## src/rtl/mask_burst_scheduler.sv

```systemverilog
// mask_burst_scheduler
//   Shares one lane-mask generator / masked-write port among NUM_REQ
//   requesters. Each request is a burst (start lane + beats-minus-1).
//   Requesters are granted round-robin. The lane address then steps one
//   lane per downstream handshake.
//
//   Ports
//     clk, rst     clock and synchronous active-high reset
//     iReqVld      per-requester request valid
//     oReqRdy      per-requester accept (one-hot or zero, combinational in IDLE)
//     iReqAddr     packed start lane per requester
//     iReqLen      packed beats-minus-1 per requester
//     oMaskVld     beat valid
//     iMaskRdy     downstream accepts beat
//     oMask        decoded lane mask of current beat
//     oMaskAddr    current lane address
//     oMaskOwner   index of the granted requester
//     oMaskLast    final beat of burst
//     oBusy        burst in progress
//
//   state | meaning
//   IDLE  | arbitrate; accept one request per visit
//   BURST | present beats until the last one is accepted
module mask_burst_scheduler #(
    parameter int NUM_REQ    = 2,
    parameter int WIDTH_ADDR = 3,
    parameter int WIDTH_BIT  = 8,
    parameter int WIDTH_OUT  = 48,
    parameter int WIDTH_LEN  = 4,
    parameter int MASK_FLAG  = 1
) (
    input  logic                          clk,
    input  logic                          rst,
    input  logic [NUM_REQ-1:0]            iReqVld,
    output logic [NUM_REQ-1:0]            oReqRdy,
    input  logic [NUM_REQ*WIDTH_ADDR-1:0] iReqAddr,
    input  logic [NUM_REQ*WIDTH_LEN-1:0]  iReqLen,
    output logic                          oMaskVld,
    input  logic                          iMaskRdy,
    output logic [WIDTH_OUT-1:0]          oMask,
    output logic [WIDTH_ADDR-1:0]         oMaskAddr,
    output logic [$clog2(NUM_REQ)-1:0]    oMaskOwner,
    output logic                          oMaskLast,
    output logic                          oBusy
);

    localparam int NUM_LANE = WIDTH_OUT / WIDTH_BIT;
    localparam int PW       = $clog2(NUM_REQ);
    // Level driven onto lanes that are not selected.
    localparam logic INACT  = (MASK_FLAG == 0) ? 1'b1 : 1'b0;

    if (WIDTH_OUT % WIDTH_BIT != 0) begin : g_chk_width
        $error("mask_burst_scheduler: WIDTH_OUT must be a multiple of WIDTH_BIT");
    end
    if (NUM_LANE > (2 ** WIDTH_ADDR)) begin : g_chk_lane
        $error("mask_burst_scheduler: NUM_LANE exceeds lane address range");
    end
    if ((MASK_FLAG != 0) && (MASK_FLAG != 1)) begin : g_chk_flag
        $error("mask_burst_scheduler: MASK_FLAG must be 0 or 1");
    end

    typedef enum logic {
        S_IDLE  = 1'b0,
        S_BURST = 1'b1
    } state_t;

    state_t                 state_q;
    logic [WIDTH_ADDR-1:0]  addr_q;
    logic [WIDTH_ADDR-1:0]  addr_d;
    logic [WIDTH_LEN-1:0]   len_q;
    logic [WIDTH_LEN-1:0]   cnt_q;
    logic [PW-1:0]          owner_q;
    logic [PW-1:0]          ptr_q;

    logic [WIDTH_ADDR-1:0]  req_addr [NUM_REQ];
    logic [WIDTH_LEN-1:0]   req_len  [NUM_REQ];
    logic                   grant_vld;
    logic [PW-1:0]          grant_idx;
    logic [PW-1:0]          cand;
    logic                   last_beat;

    for (genvar g = 0; g < NUM_REQ; g++) begin : g_unpack
        assign req_addr[g] = iReqAddr[g*WIDTH_ADDR +: WIDTH_ADDR];
        assign req_len[g]  = iReqLen[g*WIDTH_LEN +: WIDTH_LEN];
    end

    // Search starts one past the last grant; ptr resets to NUM_REQ-1 so
    // requester 0 wins first.
    always_comb begin
        grant_vld = 1'b0;
        grant_idx = '0;
        cand      = '0;
        for (int k = 1; k <= NUM_REQ; k++) begin
            cand = PW'((int'(ptr_q) + k) % NUM_REQ);
            if (!grant_vld && iReqVld[cand]) begin
                grant_vld = 1'b1;
                grant_idx = cand;
            end
        end
    end

    always_comb begin
        oReqRdy = '0;
        if (state_q == S_IDLE && grant_vld) begin
            oReqRdy[grant_idx] = 1'b1;
        end
    end

    // Out-of-range start lanes also fall back to lane 0 after their beat.
    assign addr_d    = (int'(addr_q) >= NUM_LANE - 1) ? '0 : addr_q + 1'b1;
    assign last_beat = (cnt_q == len_q);

    always_ff @(posedge clk) begin
        if (rst) begin
            state_q <= S_IDLE;
            addr_q  <= '0;
            len_q   <= '0;
            cnt_q   <= '0;
            owner_q <= '0;
            ptr_q   <= PW'(NUM_REQ - 1);
        end else begin
            case (state_q)
                S_IDLE: begin
                    if (grant_vld) begin
                        state_q <= S_BURST;
                        addr_q  <= req_addr[grant_idx];
                        len_q   <= req_len[grant_idx];
                        cnt_q   <= '0;
                        owner_q <= grant_idx;
                        ptr_q   <= grant_idx;
                    end
                end
                S_BURST: begin
                    if (iMaskRdy) begin
                        if (last_beat) begin
                            state_q <= S_IDLE;
                        end else begin
                            cnt_q  <= cnt_q + 1'b1;
                            addr_q <= addr_d;
                        end
                    end
                end
                default: state_q <= S_IDLE;
            endcase
        end
    end

    assign oMaskVld   = (state_q == S_BURST);
    assign oBusy      = (state_q == S_BURST);
    assign oMaskLast  = (state_q == S_BURST) && last_beat;
    assign oMaskAddr  = addr_q;
    assign oMaskOwner = owner_q;

    always_comb begin
        oMask = {WIDTH_OUT{INACT}};
        for (int i = 0; i < NUM_LANE; i++) begin
            if ((state_q == S_BURST) && (int'(addr_q) == i)) begin
                oMask[i*WIDTH_BIT +: WIDTH_BIT] = {WIDTH_BIT{~INACT}};
            end
        end
    end

endmodule

```

## config.mk

```make
export PLATFORM = sky130hd
export DESIGN_NAME = mask_burst_scheduler
export DESIGN_NICKNAME = d
export VERILOG_FILES = /design/src/rtl/mask_burst_scheduler.sv
export SDC_FILE = /design/constraint.sdc
export NUM_CORES = 1
export LEC_CHECK = 0
export CAP_MARGIN = 10
export CORE_MARGIN = 2
export CORE_UTILIZATION = 39
export DETAILED_ROUTE_END_ITERATION = 10
export PLACE_DENSITY_LB_ADDON = 0.08
export SLEW_MARGIN = 5
export SYNTH_ARGS = -nofsm -noshare
export SYNTH_HDL_FRONTEND = slang
export SYNTH_SLANG_ARGS = --single-unit
```

## constraint.sdc

```tcl
create_clock -name clk -period 4.1 [get_ports clk]
set_input_delay 0.82 -clock clk [delete_from_list [all_inputs] [get_ports clk]]
set_output_delay 0.82 -clock clk [all_outputs]
set_load 0.02 [all_outputs]
```

==> Word-level counts from Yosys, hierarchy flattened <==
Index checks and enable logic that the tools add are counted.
Widths: inputs -> output; s select.
{ "totals": {"reg_bits": 14, "romBits": 0, "wordCells": 77, "n_memories": 0, "in_bits": 19, "ramBits": 0, "out_inout_bits": 57, "latch_bits": 0} }
{ "op_classes": {"shifts": 0, "n_bitwise": 2, "addsub": 4, "mux": 36, "order_cmp": 6, "eq_ne": 9, "n_mul": 0, "n_reduce_logical": 14, "div_mod_pow": 0} }
{ "ops": {"columns": ["op", "count"], "rows": [
  ["$mux 8", 6],
  ["$mux 4", 6],
  ["$mux 3", 7],
  ["$eq 3x3->1 const B", 4],
  ["$mux 1", 12],
  ["$logic_and 1x1->1", 10],
  ["$pmux 4 s2", 1],
  ["$lt 1x2->1 const B", 3],
  ["$ne 2x2->1 const B", 3],
  ["$pmux 3 s2", 1],
  ["$add 4x1->4 const B", 1],
  ["$eq 4x4->1", 1],
  ["$add 3x1->3 const B", 1],
  ["$eq 3x2->1 const B", 1],
  ["$ge 3x3->1 const B", 1],
  ["$logic_not 3->1", 1],
  ["$reduce_and 3->1", 1],
  ["$add 1x1->1 const B", 2],
  ["$ge 2x2->1 const B", 1],
  ["$mux 2", 1],
  ["$not 1->2", 1],
  ["$pmux 1 s2", 1],
  ["$reduce_and 2->1", 1],
  ["$demux 1 s1", 1],
  ["other kinds (3)", 3]
]} }

==> Depth between registers and ports, before layout <==
{ "logic_depth": {"word_depth": 13, "ltp_mapped": 7, "ltp_nobuf": 7} }

==> Worst setup path after synthesis <==
No wires, ideal clock.
{ "synth_path": {"path_type": "flip-flop to output port", "from": "register state_q (netlist: oBusy)", "to": "output port oMask[17]", "n_path_buf": 3, "slack_ps": 1806, "stages_incl_launch_ff": 5, "arrival_time_ps": 1474, "required_time_ps": 3280, "path_cell_list": "dfxtp_1 -> buf_4 -> clkbuf_1 -> and3_1 -> buf_4"} }
{ "synth_via": {"elab_chain_cells": 2} }
{ "synth_lines": {"columns": ["item", "line", "rtl"], "rows": [
  ["start, declared", "67", "state_t state_q;"],
  ["start signal, assigned", "115", "state_q <= S_IDLE;"],
  ["start signal, assigned", "125", "state_q <= S_BURST;"],
  ["start signal, assigned", "136", "state_q <= S_IDLE;"],
  ["$logic_and 1x1->1", "157", "if ((state_q == S_BURST) && (int'(addr_q) == i)) begin"],
  ["$mux 8", "157", null],
  ["end, declared", "40", "output logic [WIDTH_OUT-1:0] oMask,"]
]} }
No other way between the ends.

==> Final worst setup path <==
{ "layout_path": {"from": "input port iReqVld[0]", "to": "output port oReqRdy[0]"} }
{ "layout_via": {"elab_chain_cells": 11, "word_cells_on_any_way": 17} }
{ "layout_lines": {"columns": ["item", "line", "rtl"], "rows": [
  ["start, declared", "34", "input logic [NUM_REQ-1:0] iReqVld,"],
  ["$mux 1 (implied by the code) (2 in a row)", "95", "if (!grant_vld && iReqVld[cand]) begin"],
  ["$mux 1", "95", null],
  ["$logic_not 1->1", "95", null],
  ["$logic_and 1x1->1", "95", null],
  ["$mux 1", "95", null],
  ["$lt 1x2->1 (implied by the code) / $ge 1x1->1 (equally long branches)", "105", "oReqRdy[grant_idx] = 1'b1;"],
  ["$logic_and 1x1->1 (implied by the code)", "105", null],
  ["$mux 1 (implied by the code)", "105", null],
  ["$demux 1 s1", "105", null],
  ["$mux 2 (*)", "104", "if (state_q == S_IDLE && grant_vld) begin"],
  ["end, declared", "35", "output logic [NUM_REQ-1:0] oReqRdy,"]
]} }
Mark *: on every way between the ends. The rest lies on a longest branch, timed or not. The select of a mux whose other input is x is not followed.

==> key figures <==
Run status
  • Status: finished clean

Clock network
  • CTS buffer count: 3
  • Clock Latency Late Sink: approximately 0.28 ns
  • TritonCTS clock tree: built
  • Maximum clock path buffer count: 2
  • Setup bufs post-CTS: 0
  • CTS root buffer: clkbuf_4
  • Hold Buf Count CTS: 0
  • Clock transition at path regs: 0.09 ns
  • Post_cts resized: 0
  • CTS sink count: 14
  • CTS HTree Levels: 1

Cells and area
  • Multi-input gate area: 539 sq um
  • # diodes: 0
  • Final Net Count: a little over 200
  • Share of layout cells above drive strength 1: approximately 6.7%
  • Fin cells: approximately 210
  • Design Area, Final: roughly 1700 sq um
  • # fillers: 298
  • Commonest non-fill, non-tap cells in the layout: clkdlybuf4s50_1, dfxtp_1, a21oi_1
  • Area delta synth->final: 40.6%
  • Register Area: ~280 sq um
  • Most common cell after layout, fill and taps aside: clkdlybuf4s50_1

Critical path
  • Worst path top cell family by delay: buffers and inverters
  • Worst path depth: 4
  • Slowest cell on crit path: clkdlybuf4s50_1
  • Setup CP Type: input port to output port
  • Worst setup SP type: input port
  • CP Max Fanout: 8
  • CP required: between 3 and 4 ns
  • R2R cell count: 5
  • Arr. time, crit path: approximately 2.6 ns
  • Reg2reg start: cnt_q[0]
  • CP most frequent cell: clkdlybuf4s50_1
  • R2r setup slk: between 2 and 2.5 ns
  • CP peak stage delay: approximately 0.59 ns
  • Critical Path End Type: output port
  • CP Cell Sequence: clkdlybuf4s50_1, o21ai_1, nor2_1, clkdlybuf4s50_1
  • WP buf/inv: 2
  • R2R Path End: cnt_q[0]

Synth
  • Synth Area in Simple Gates: between 15 and 20%
  • Synthesized area: about 1200 sq um
  • Cell count after synthesis: 147
  • Synth Net Count: roughly 170
  • Adder-Cell Fraction of Synth Area: under 10%
  • Largest family of logic cells by synthesized area: buffers and inverters
  • Mux share of post-synthesis cell area: 2.51%
  • Synth area leaders: buf_4, dfxtp_1, ha_1
  • Post-synth top area share: between 20% and 30%
  • Sequential share of the synthesized area: a little under a quarter
  • Syn Area/Cell: 8.15 sq um
  • Seq cells post-synth: 14
  • Dominant cell type by area after synthesis: buf_4
  • Post-synthesis xor/xnor area fraction: less than 1%
  • Yosys warns: 0
  • Unique masters post-synth: 33
  • Synth Area in Compound Gates: around a fifth

Drt
  • Final wirelength: about 2600 um
  • TritonRoute pass-1 iters: 4
  • Total number of vias: 1,046
  • Routed Antenna Nets: 0
  • Residual DRC count: 0
  • DR iter-0 viols: 36
  • Via-per-instance ratio: 4.91
  • Avg WL per Cell: 12.3 um

Floorplanning
  • Full die area: around 3500 sq um
  • Die W: 59.4 um
  • Core area: approximately 3000 sq um
  • Ports: 76
  • Die height: approximately 59 um
  • Initial Utilization: between 40% and 50%
  • # rows: 20

Power and ir drop
  • PwrDens: about 340 nW/um^2
  • Leak: around 0.66 nW
  • Worst vdd ir: about 170 uV

Timing
  • Crit share post-route: slightly above 80%
  • Clk_skew: 0.00683 ns
  • Worst-Margin Slew: approximately 0.57 ns
  • RSZ-0062 raised after global routing: no
  • Max-slew violation count: 0
  • Post-route setup slack: ~0.7 ns
  • Max_slew headroom: between 60% and 70%
  • Fin. Hold Viols: 0
  • Minimum clock period: roughly 3.4 ns
  • Fin Hold WS: about 0.47 ns
  • Setup violators final: 0
  • Peak Freq: between 200 and 300 MHz
  • Fin Setup TNS: 0 ns

Placed design
  • PortBufs: 75
  • Dpl cell area: roughly 1600 sq um
  • Hpwl dp: roughly 2100 um
  • GP Congestion: roughly 0.74
  • Dpl ws: 0.692 ns
  • Dpl cells: around 210

GRT
  • First-pass GRT wire length: about 4100 um
  • Grt total ovfl: 0
  • Antenna violations before repair: 0
  • Vias in the first global route: about 930
  • Largest net degree at the start of global routing: 20
  • Tot GR Track Use: between 10% and 20%

Job
  • Max cap viols: 0

Hold path
  • WHS Path Cells: 2
  • Worst hold path class: flip-flop to flip-flop
  • HP Start: len_q[2]
  • Worst hold endpoint: len_q[2]
layer usage:
metal	vias to the layer above	GRT usage [%]	routed length [um]
met5	-	0	0
met4	0	5.84	19
met3	2	2.62	275
met2	59	26.2	1210
met1	462	18.2	1110
li1	523	-	-
tightest hold or removal path, stage by stage, from the launching register on:
cell and delay [ns]:
dfxtp_1 0.33, nand2_1 0.05, a21oi_1 0.05
power by group:
| part | total, mW | internal (mW) | switching [mW] |
|---|---|---|---|
| registers | 0.168 | 0.151 | 0.0165 |
| logic | 0.309 | 0.146 | 0.162 |
| clock network | 0.0976 | 0.0540 | 0.0436 |
metrics by stage:
step,power [mW],utilization [%]
after floorplan,0.392,-
after detailed placement,0.482,55.4
final,0.574,56.6
after CTS,0.579,56.6
after global routing,0.608,56.6
after global placement,0.477,55.4
cells in the mapped netlist, drive strengths merged:
master / count
buf: 45
a211o: 2
o22ai: 1
a2111oi: 1
a21oi: 11
and2: 2
o21ai: 5
o31ai: 1
or3: 3
nor3: 1
nor2: 7
a21o: 1
nor2b: 3
nand3: 2
a31o: 1
mux2i: 3
o2111a: 1
and3: 5
a32oi: 4
nand2b: 3
xor2: 1
a211oi: 2
dfxtp: 14
nand2: 10
a21boi: 1
inv: 8
ha: 6
clkbuf: 2
nand4: 1
state kept, by name, summed over array words and instances (netlist names):
register / cells
oBusy: 1
oMaskOwner: 1
ptr_q: 1
len_q: 4
oMaskAddr: 3
cnt_q: 4
worst max path at each step:
stage	startpoint	endpoint	slack, ns
finish	iReqVld[0]	oReqRdy[0]	0.70
global route	iReqVld[0]	oReqRdy[0]	0.58
floorplan	oBusy	oMask[17]	1.81
CTS	iReqVld[0]	oReqRdy[0]	0.68
detailed placement	iReqVld[0]	oReqRdy[0]	0.69
global placement	iReqVld[0]	oReqRdy[0]	0.79
kinds of logic (layout without fill, tap and decap cells):
family          count (synthesis)  in the layout
fa+ha+maj                       6              6
compound gates                 31             31
flops                          14             14
simple gates                   37             37
xor+xnor                        1              1
mux                             3              3
buf+inv                        55             88
area by class of cell:
cell class | instances | area share, %
Inverter | 8 | 1.78
Timing Repair Buffer | 76 | 45.0
Sequential cell | 14 | 16.6
Tap cell | 33 | 2.45
Multi-Input combinational cell | 78 | 32.0
Clock buffer | 4 | 2.15
Power figures use the tool's default switching activity.
